==> src/rtl/adder_pkg.sv <==
// Shared types and default sizing for the adder datapath and its result buffer.
package adder_pkg;

    localparam int unsigned ADDER_W     = 32;
    localparam int unsigned ADDER_DEPTH = 4;

    typedef struct packed {
        logic [ADDER_W-1:0] sum;
        logic               cout;
        logic               of;
    } adder_result_t;

endpackage

==> src/rtl/adder_result_buffer_sat_counter.sv <==
// Saturating up-counter with synchronous clear; clear has priority over increment.
module sat_counter #(
    parameter int unsigned W = 8
) (
    input  logic         clk,
    input  logic         rst_n,
    input  logic         inc_i,
    input  logic         clr_i,
    output logic [W-1:0] cnt_o
);

    logic [W-1:0] cnt_q;
    logic [W-1:0] cnt_d;

    always_comb begin
        cnt_d = cnt_q;
        if (clr_i) begin
            cnt_d = '0;
        end else if (inc_i && (cnt_q != '1)) begin
            cnt_d = cnt_q + W'(1);
        end
    end

    always_ff @(posedge clk or negedge rst_n) begin
        if (!rst_n) begin
            cnt_q <= '0;
        end else begin
            cnt_q <= cnt_d;
        end
    end

    assign cnt_o = cnt_q;

endmodule

==> src/rtl/adder_result_buffer.sv <==
// Capture FIFO for adder results with valid/ready output and overflow statistics.
// Head entry is held in a register so out_* never see a combinational path from in_*.
module adder_result_buffer
    import adder_pkg::*;
#(
    parameter int unsigned W     = ADDER_W,
    parameter int unsigned DEPTH = ADDER_DEPTH,
    parameter int unsigned CNT_W = 8
) (
    input  logic                     clk,
    input  logic                     rst_n,
    input  logic                     in_valid,
    output logic                     in_ready,
    input  logic [W-1:0]             in_sum,
    input  logic                     in_cout,
    input  logic                     in_of,
    output logic                     out_valid,
    input  logic                     out_ready,
    output logic [W-1:0]             out_sum,
    output logic                     out_cout,
    output logic                     out_of,
    output logic [$clog2(DEPTH):0]   level,
    output logic                     of_sticky,
    output logic [CNT_W-1:0]         of_count,
    input  logic                     clr_stats
);

    localparam int unsigned AW = $clog2(DEPTH);
    localparam int unsigned PW = AW + 1;

    // Storage uses the package result type, so the data width must match it.
    if (W != ADDER_W) begin : g_width_check
        $error("adder_result_buffer: W must equal adder_pkg::ADDER_W");
    end

    adder_result_t mem_q [DEPTH];
    adder_result_t head_q;
    adder_result_t head_d;
    adder_result_t in_ent;

    logic [PW-1:0] wr_ptr_q;
    logic [PW-1:0] wr_ptr_d;
    logic [PW-1:0] rd_ptr_q;
    logic [PW-1:0] rd_ptr_d;
    logic [PW-1:0] level_q;
    logic [PW-1:0] level_d;
    logic          in_ready_q;
    logic          in_ready_d;
    logic          out_valid_q;
    logic          out_valid_d;
    logic          sticky_q;
    logic          sticky_d;
    logic          push;
    logic          pop;

    assign push = in_valid & in_ready_q;
    assign pop  = out_valid_q & out_ready;

    always_comb begin
        in_ent      = '0;
        in_ent.sum  = in_sum;
        in_ent.cout = in_cout;
        in_ent.of   = in_of;
    end

    // Next pointers, occupancy and the entry that will sit at the head.
    always_comb begin
        wr_ptr_d    = wr_ptr_q + PW'(push);
        rd_ptr_d    = rd_ptr_q + PW'(pop);
        level_d     = wr_ptr_d - rd_ptr_d;
        in_ready_d  = (level_d != PW'(DEPTH));
        out_valid_d = (level_d != '0);
        head_d      = head_q;
        if (push && (rd_ptr_d == wr_ptr_q)) begin
            head_d = in_ent;
        end else if (out_valid_d) begin
            head_d = mem_q[rd_ptr_d[AW-1:0]];
        end
    end

    always_comb begin
        sticky_d = sticky_q;
        if (clr_stats) begin
            sticky_d = 1'b0;
        end else if (push && in_of) begin
            sticky_d = 1'b1;
        end
    end

    always_ff @(posedge clk) begin
        if (push) begin
            mem_q[wr_ptr_q[AW-1:0]] <= in_ent;
        end
    end

    always_ff @(posedge clk or negedge rst_n) begin
        if (!rst_n) begin
            wr_ptr_q    <= '0;
            rd_ptr_q    <= '0;
            level_q     <= '0;
            in_ready_q  <= 1'b1;
            out_valid_q <= 1'b0;
            head_q      <= '0;
            sticky_q    <= 1'b0;
        end else begin
            wr_ptr_q    <= wr_ptr_d;
            rd_ptr_q    <= rd_ptr_d;
            level_q     <= level_d;
            in_ready_q  <= in_ready_d;
            out_valid_q <= out_valid_d;
            head_q      <= head_d;
            sticky_q    <= sticky_d;
        end
    end

    sat_counter #(
        .W (CNT_W)
    ) u_of_count (
        .clk   (clk),
        .rst_n (rst_n),
        .inc_i (push & in_of),
        .clr_i (clr_stats),
        .cnt_o (of_count)
    );

    assign in_ready  = in_ready_q;
    assign out_valid = out_valid_q;
    assign out_sum   = head_q.sum;
    assign out_cout  = head_q.cout;
    assign out_of    = head_q.of;
    assign level     = level_q;
    assign of_sticky = sticky_q;

endmodule

==> config.mk <==
export PLATFORM = sky130hd
export DESIGN_NAME = adder_result_buffer
export DESIGN_NICKNAME = d
export VERILOG_FILES = /design/src/rtl/adder_pkg.sv /design/src/rtl/adder_result_buffer_sat_counter.sv /design/src/rtl/adder_result_buffer.sv
export SDC_FILE = /design/constraint.sdc
export NUM_CORES = 1
export LEC_CHECK = 0
export CAP_MARGIN = 0
export CORE_MARGIN = 2
export CORE_UTILIZATION = 60
export CTS_CLUSTER_SIZE = 8
export DETAILED_ROUTE_END_ITERATION = 10
export GPL_ROUTABILITY_DRIVEN = 0
export PLACE_DENSITY = 0.84
export RECOVER_POWER = 25
export SETUP_SLACK_MARGIN = 0.5
export SYNTH_ARGS = -nofsm -noshare
export SYNTH_HDL_FRONTEND = slang
export SYNTH_SLANG_ARGS = --single-unit
==> constraint.sdc <==
create_clock -name clk -period 8.38 [get_ports clk]
set_input_delay 0.838 -clock clk [delete_from_list [all_inputs] [get_ports clk]]
set_output_delay 0.838 -clock clk [all_outputs]
set_load 0.1 [all_outputs]
==> results of run 1 <==
==> metrics by stage <==
stage          utilization, %  std cells  setup slack, ns  hold slack [ns]
2_1_floorplan               -        454             4.27            0.472
3_3_place_gp             69.2        693             3.59            0.507
3_5_place_dp             69.2        693             3.49            0.520
4_1_cts                  73.6        725             3.85            0.529
5_1_grt                  73.6        725             3.55            0.541
6_report                 73.6        725             3.86            0.525
==> Yosys cell counts <==
master	instances	area share, %
and3_1	2	0.16
o21ai_0	5	0.33
xnor2_1	4	0.46
clkbuf_1	13	0.64
nand4_1	1	0.082
inv_2	1	0.049
nor2_1	45	2.2
dfstp_2	1	0.34
a211oi_1	1	0.098
inv_1	6	0.29
a41oi_1	1	0.11
dfrtp_1	53	17
nor3b_1	1	0.098
xor2_1	6	0.69
and4_1	1	0.11
buf_1	1	0.049
and2_1	2	0.16
xnor2_2	1	0.21
buf_2	9	0.59
a21oi_2	1	0.11
nand2_1	8	0.39
o211ai_1	1	0.098
xor2_4	1	0.36
nor2b_1	1	0.082
mux4_2	4	1.2
buf_4	1	0.098
nand2b_1	1	0.082
buf_6	3	0.44
mux4_1	30	10
o21ai_1	29	1.9
mux2i_1	1	0.13
edfxtp_1	136	53
a311oi_1	1	0.11
nand3_1	37	2.4
nor3_1	1	0.065
a31oi_1	34	2.8
xor2_2	3	0.64
a21oi_1	1	0.065
xor3_1	1	0.31
ha_1	5	0.82
==> layout make-up <==
class	count	area share, %
multi-input combinational	230	22.5
inverter	7	0.285
tap	172	2.34
clock inverter	14	1.29
sequential	190	59.0
timing repair buffer	94	9.90
clock buffer	18	4.66
==> worst max-delay path: stages <==
cell and delay (ns):
clkdlybuf4s50_1 0.47, nand2_1 0.14, xor2_4 0.15, buf_4 0.51
inv_1 0.15, ha_1 0.22, inv_1 0.06, ha_1 0.15
a21oi_2 0.06, xor2_4 0.87, inv_2 0.61, o21ai_1 0.39
a31oi_1 0.15
==> state kept, by name, summed over array words and instances (netlist names) <==
register	flops
mem_q	136
out_sum	32
u_of_count.cnt_o	8
level	3
rd_ptr_q	3
wr_ptr_q	3
in_ready	1
of_sticky	1
out_cout	1
out_of	1
out_valid	1
==> kinds of logic (layout without fill, tap and decap cells) <==
family | Yosys count | after routing | share of synthesized area, %
flip-flops | 190 | 190 | 71.2
AO/OA/AOI/OAI | 74 | 74 | 5.62
AND/OR/NAND/NOR | 100 | 100 | 5.88
buffers and inverters | 34 | 133 | 2.16
multiplexers | 35 | 35 | 11.6
adder cells (fa/ha/maj) | 5 | 5 | 0.819
XOR/XNOR | 16 | 16 | 2.67
==> layer usage <==
layer	part of all wire, %	up-vias	wire length, µm	track usage, %
met5	0	-	0	0
met4	2.5	0	397	11.8
met3	7.6	44	1220	4.69
met2	53	266	8490	43.0
met1	37	2255	6000	31.5
li1	-	1957	-	-
==> cells in the final DEF (no fill, tap or decap), types with 5 or more instances in the layout <==
master,netlist,routed
inv_1,6,6
edfxtp_1,136,136
buf_4,1,7
o21ai_0,5,5
ha_1,5,5
nand2_1,8,8
nor2_1,45,44
clkinv_2,0,5
mux4_1,30,30
clkdlybuf4s50_1,0,69
dlygate4sd3_1,0,16
a31oi_1,34,34
xor2_1,6,6
o21ai_1,29,29
nand3_1,37,37
dfrtp_1,53,53
clkbuf_16,0,17
==> final timing paths <==
path / startpoint / end / slack, ns / depth (start not counted)
worst min-delay path: of_sticky$_DFFE_PN0P_ / of_sticky$_DFFE_PN0P_ / 0.52 / 2
worst min register to register: of_sticky$_DFFE_PN0P_ / of_sticky$_DFFE_PN0P_ / 0.52 / 2
worst max-delay path: out_ready / out_sum[18]$_DFFE_PN0P_ / 3.86 / 13
max in group asynchronous: rst_n / out_sum[23]$_DFFE_PN0P_ / 5.11 / 2
min in group asynchronous: rst_n / out_sum[2]$_DFFE_PN0P_ / 1.52 / 2
worst max register to register: rd_ptr_q[0]$_DFF_PN0_ / out_sum[18]$_DFFE_PN0P_ / 4.17 / 10
==> run summary, run 1 <==
First drt pass iteration count: 7
CTS sink count: 190
Outcome: complete, but fails checks
Core Area: 12500 µm²
Die height: 117 µm
Clock tree root buffer cell: clkbuf_16
Post-CTS Setup Bufs: 0
Crit path kind: in -> reg
GRT Total Usage: 25.2%
Final-report hold violation count: 0
Final period util: 54.0%
I/O Pins: 87
Vias: 4522
CTS Hold Bufs: 0
Fin. max-slew vios: 55
Final Setup Violations: 0
Synth Area per Inst: 16.8 µm²
CTS Buffer Depth: 2
DIE AREA: 13600 µm²
FF+latch area: 5440 µm²
Mapped Cells: 454
Critical Path AT: 4.79 ns
Post-Synthesis Cell Area: 7630 µm²
Failing checks: max-capacitance violations, max-slew violations
DR DRC count: 0
Post-synthesis sequential area ratio: 71.2%
Row count: 41
Largest net degree at the start of global routing: 57
Final Cell Area: 9210 µm²
Crit Path Max Fanout: 36
Routed Antenna Nets: 0
DR vias/cell: 6.24
PortBufs: 86
Syn nets: 498
Final nets: 584
Post-CTS sizing: 0
Hold Crit Class: reg -> reg
Die Width: 117 µm
Yosys cell types: 40
Multi-input gate area: 2070 µm²
Global-route wire length before repair: 24.7 mm
CTS H-tree lvls: 4
Routed len/inst: 22.2 µm
Max Clk Rate: 221 MHz
Initial antenna violation count: 0
Clock transition at path regs: 0.07 ns
Dpl cell area: 8660 µm²
Slew HR: -106%
CP required: 8.65 ns
# fillers: 746
Maxcap violations: 1
First-iteration detailed-routing DRC count: 416
Yosys reg bits: 190
Crit path time final: 4.52 ns
CTS tree: built
RSZ-0062 raised after global routing: false
Ys Warns: 0
Skew final: 0.00921 ns
Worst-margin pin slew: 3.09 ns
Ant. Diodes: 0
Synth-to-Final Area Change: 20.6%
CTS Buf Count: 17
Startpoint Class: input port
Worst-Skew Late Latency: 0.43 ns
GR Overflow Total: 0
DP Wirelength: 8.91 mm
Initial core utilization: 61.0%
Vias in the first global route: 4599
Post-route setup TNS: 0 ns
Final wirelength: 16.1 mm
Fraction of layout instances using a drive strength above 1: 9.95%
Worst Setup End Kind: flop
Power of run 1 is not shown: default switching activity piles up to over one toggle a cycle in this logic, so the estimate is an artifact.
==> run 2, diff against run 1 <==
--- a/config.mk
+++ b/config.mk
@@ -7,11 +7,11 @@
 export LEC_CHECK = 0
 export CAP_MARGIN = 0
 export CORE_MARGIN = 2
-export CORE_UTILIZATION = 60
+export CORE_UTILIZATION = 56
 export CTS_CLUSTER_SIZE = 8
 export DETAILED_ROUTE_END_ITERATION = 10
 export GPL_ROUTABILITY_DRIVEN = 0
-export PLACE_DENSITY = 0.84
+export PLACE_DENSITY = 0.8
 export RECOVER_POWER = 25
 export SETUP_SLACK_MARGIN = 0.5
 export SYNTH_ARGS = -nofsm -noshare
==> constraint.sdc (replaced) <==
create_clock -name clk -period 4.7 [get_ports clk]
set_input_delay 0.47 -clock clk [delete_from_list [all_inputs] [get_ports clk]]
set_output_delay 0.47 -clock clk [all_outputs]
set_load 0.1 [all_outputs]
==> run 2 against run 1 <==
- global-route usage down 2.8 points
- wire length down 3.8%
- via count down 2.6%
- register-to-register slack worse by 2.5 ns
- non-clock buffer count up 4
- core utilization down 3.9 points
- cell area up 0.58%
- clock skew down 0.0049 ns
- hold slack worse by 0.00053 ns
- the run still ends with max-capacitance violations, max-slew violations left
- setup slack worse by 2.2 ns
- die area up 6.9%
==> run summary, run 2 (synthesized netlist as in run 1, its figures left out) <==
Outcome: complete, but fails checks (unchanged)
Failing checks: max-capacitance violations, max-slew violations (unchanged)
Startpoint Class: flop (was input port)
Worst-margin pin slew: 3.05 ns (was 3.09 ns)
Flop2flop setup slack: 1.68 ns (was 4.17 ns)
Worst Setup End Kind: flop (unchanged)
First-iteration detailed-routing DRC count: 305 (was 416)
CP required: 5.05 ns (was 8.65 ns)
Skew final: 0.00435 ns (was 0.00921 ns)
Final wirelength: 15.5 mm (was 16.1 mm)
Hold Path Sink: rd_ptr_q[2]$_DFF_PN0_ (was of_sticky$_DFFE_PN0P_)
Met1 wire length: 6.51 mm (was 6.00 mm)
Core Area: 13300 µm² (was 12500 µm²)
Ant. Diodes: 0 (unchanged)
Die height: 121 µm (was 117 µm)
Met3 WL: 734 µm (was 1.22 mm)
Final nets: 588 (was 584)
Global-route wire length before repair: 24.1 mm (was 24.7 mm)
CTS Buffer Depth: 2 (unchanged)
Die Width: 121 µm (was 117 µm)
Vias: 4405 (was 4522)
Clock tree root buffer cell: clkbuf_16 (unchanged)
Critical Path AT: 3.36 ns (was 4.79 ns)
Fin Hold WS: 0.524 ns (was 0.525 ns)
Largest net degree at the start of global routing: 55 (was 57)
WL met2: 7.94 mm (was 8.49 mm)
Crit Path Max Fanout: 36 (unchanged)
Synth-to-Final Area Change: 21.3% (was 20.6%)
Reg2Reg Launch Point: rd_ptr_q[0]$_DFF_PN0_ (unchanged)
Post-CTS sizing: 0 (unchanged)
Max Clk Rate: 331 MHz
Fin. max-slew vios: 55 (unchanged)
Initial core utilization: 57.4% (was 61.0%)
Post-CTS Setup Bufs: 0 (unchanged)
Post-route setup TNS: 0 ns (unchanged)
I/O Pins: 87 (unchanged)
Fraction of layout instances using a drive strength above 1: 10.1% (was 9.95%)
Worst-Skew Late Latency: 0.43 ns (about the same)
Commonest non-fill, non-tap cell in the layout: edfxtp_1 (unchanged)
RSZ-0062 raised after global routing: false (unchanged)
HP Start: rd_ptr_q[2]$_DFF_PN0_ (was of_sticky$_DFFE_PN0P_)
R2r worst-path depth: 8 (was 10)
# fillers: 831 (was 746)
Crit path kind: reg -> reg (was in -> reg)
Final-report hold violation count: 0 (unchanged)
DR DRC count: 0 (unchanged)
First drt pass iteration count: 5 (was 7)
GR Overflow Total: 0 (unchanged)
Row count: 42 (was 41)
DR vias/cell: 6.01 (was 6.24)
CTS Hold Bufs: 0 (unchanged)
CTS tree: built (unchanged)
CTS Buf Count: 17 (unchanged)
Hold Crit Class: reg -> reg (unchanged)
Slew HR: -104% (was -106%)
Max Used Layer: met4 (unchanged)
Clock transition at path regs: 0.07 ns (about the same)
PortBufs: 86 (unchanged)
Final period util: 64.2%
DP Wirelength: 8.94 mm (was 8.91 mm)
GRT Total Usage: 22.3% (was 25.2%)
Maxcap violations: 1 (unchanged)
Commonest cells after routing, fill and taps aside: edfxtp_1 (136), clkdlybuf4s50_1 (70), dfrtp_1 (53), nor2_1 (44), nand3_1 (37) (was edfxtp_1 (136), clkdlybuf4s50_1 (69), dfrtp_1 (53), nor2_1 (44), nand3_1 (37))
Hold Path Stages: 1 (was 2)
DIE AREA: 14600 µm² (was 13600 µm²)
Routed len/inst: 21.1 µm (was 22.2 µm)
Reg2reg end: out_sum[20]$_DFFE_PN0P_ (was out_sum[18]$_DFFE_PN0P_)
CTS H-tree lvls: 4 (unchanged)
Crit path time final: 3.02 ns
Vias in the first global route: 4586 (was 4599)
Initial antenna violation count: 0 (unchanged)
Max reg flops: 136 (unchanged)
Routed Antenna Nets: 0 (unchanged)
CTS sink count: 190 (unchanged)
Final Setup Violations: 0 (unchanged)
==> run 2: cell count changes in the layout (fill, tap and decap cells not counted), sizes merged <==
| cell | previous run | this run |
|---|---|---|
| buf | 8 | 12 |
| clkinv | 10 | 6 |
| clkinvlp | 1 | 4 |
| clkbuf | 19 | 21 |
| inv | 9 | 7 |
| bufinv | 1 | 2 |
| clkdlybuf4s50 | 69 | 70 |
| dlygate4sd3 | 16 | 15 |
==> run 2: final cells by class <==
cell class              instances  area [µm²]  area share (%)
inverters                       7        26.3           0.284
clock inverters                12         120            1.30
flip-flops and latches        190        5440            58.7
repair buffers                 98         942            10.2
clock buffers                  20         447            4.82
multi-input cells             230        2070            22.4
well taps                     176         220            2.38
==> run 2: worst max path at each step <==
stage	startpoint	to	cells past startpoint
5_1_grt	rst_n	out_sum[17]$_DFFE_PN0P_	2
2_1_floorplan	in_ready$_DFF_PN1_	mem_q[2][0]$_DFFE_PP_	2
3_5_place_dp	out_ready	out_sum[25]$_DFFE_PN0P_	9
4_1_cts	rd_ptr_q[0]$_DFF_PN0_	out_sum[25]$_DFFE_PN0P_	8
3_3_place_gp	out_ready	out_sum[11]$_DFFE_PN0P_	9
6_report	rd_ptr_q[0]$_DFF_PN0_	out_sum[20]$_DFFE_PN0P_	8
==> run 2: per-stage QoR <==
stage	std cells	worst slack (ns)	instance area, µm²	utilization, %
2_1_floorplan	454	0.587	7630	-
3_3_place_gp	701	1.41	8700	65.4
3_5_place_dp	701	1.31	8700	65.4
4_1_cts	733	1.65	9270	69.7
5_1_grt	733	1.20	9260	69.7
6_report	733	1.68	9260	69.7
==> run 2: critical path, cell delays in order, from the launching register on <==
cell	delay, ns
dfrtp_1	0.47
and3_1	0.23
ha_1	0.29
buf_4	0.29
xnor2_1	0.12
ha_1	0.36
nor2_4	0.76
nand3_1	0.19
a31oi_1	0.22
==> run 2: layer usage <==
layer	vias to the layer above	global-route usage, %
li1	1968	-
met1	2257	29.2
met2	152	37.0
met3	28	4.67
met4	0	8.79
met5	-	0
Power of run 2 is left out for the same reason.
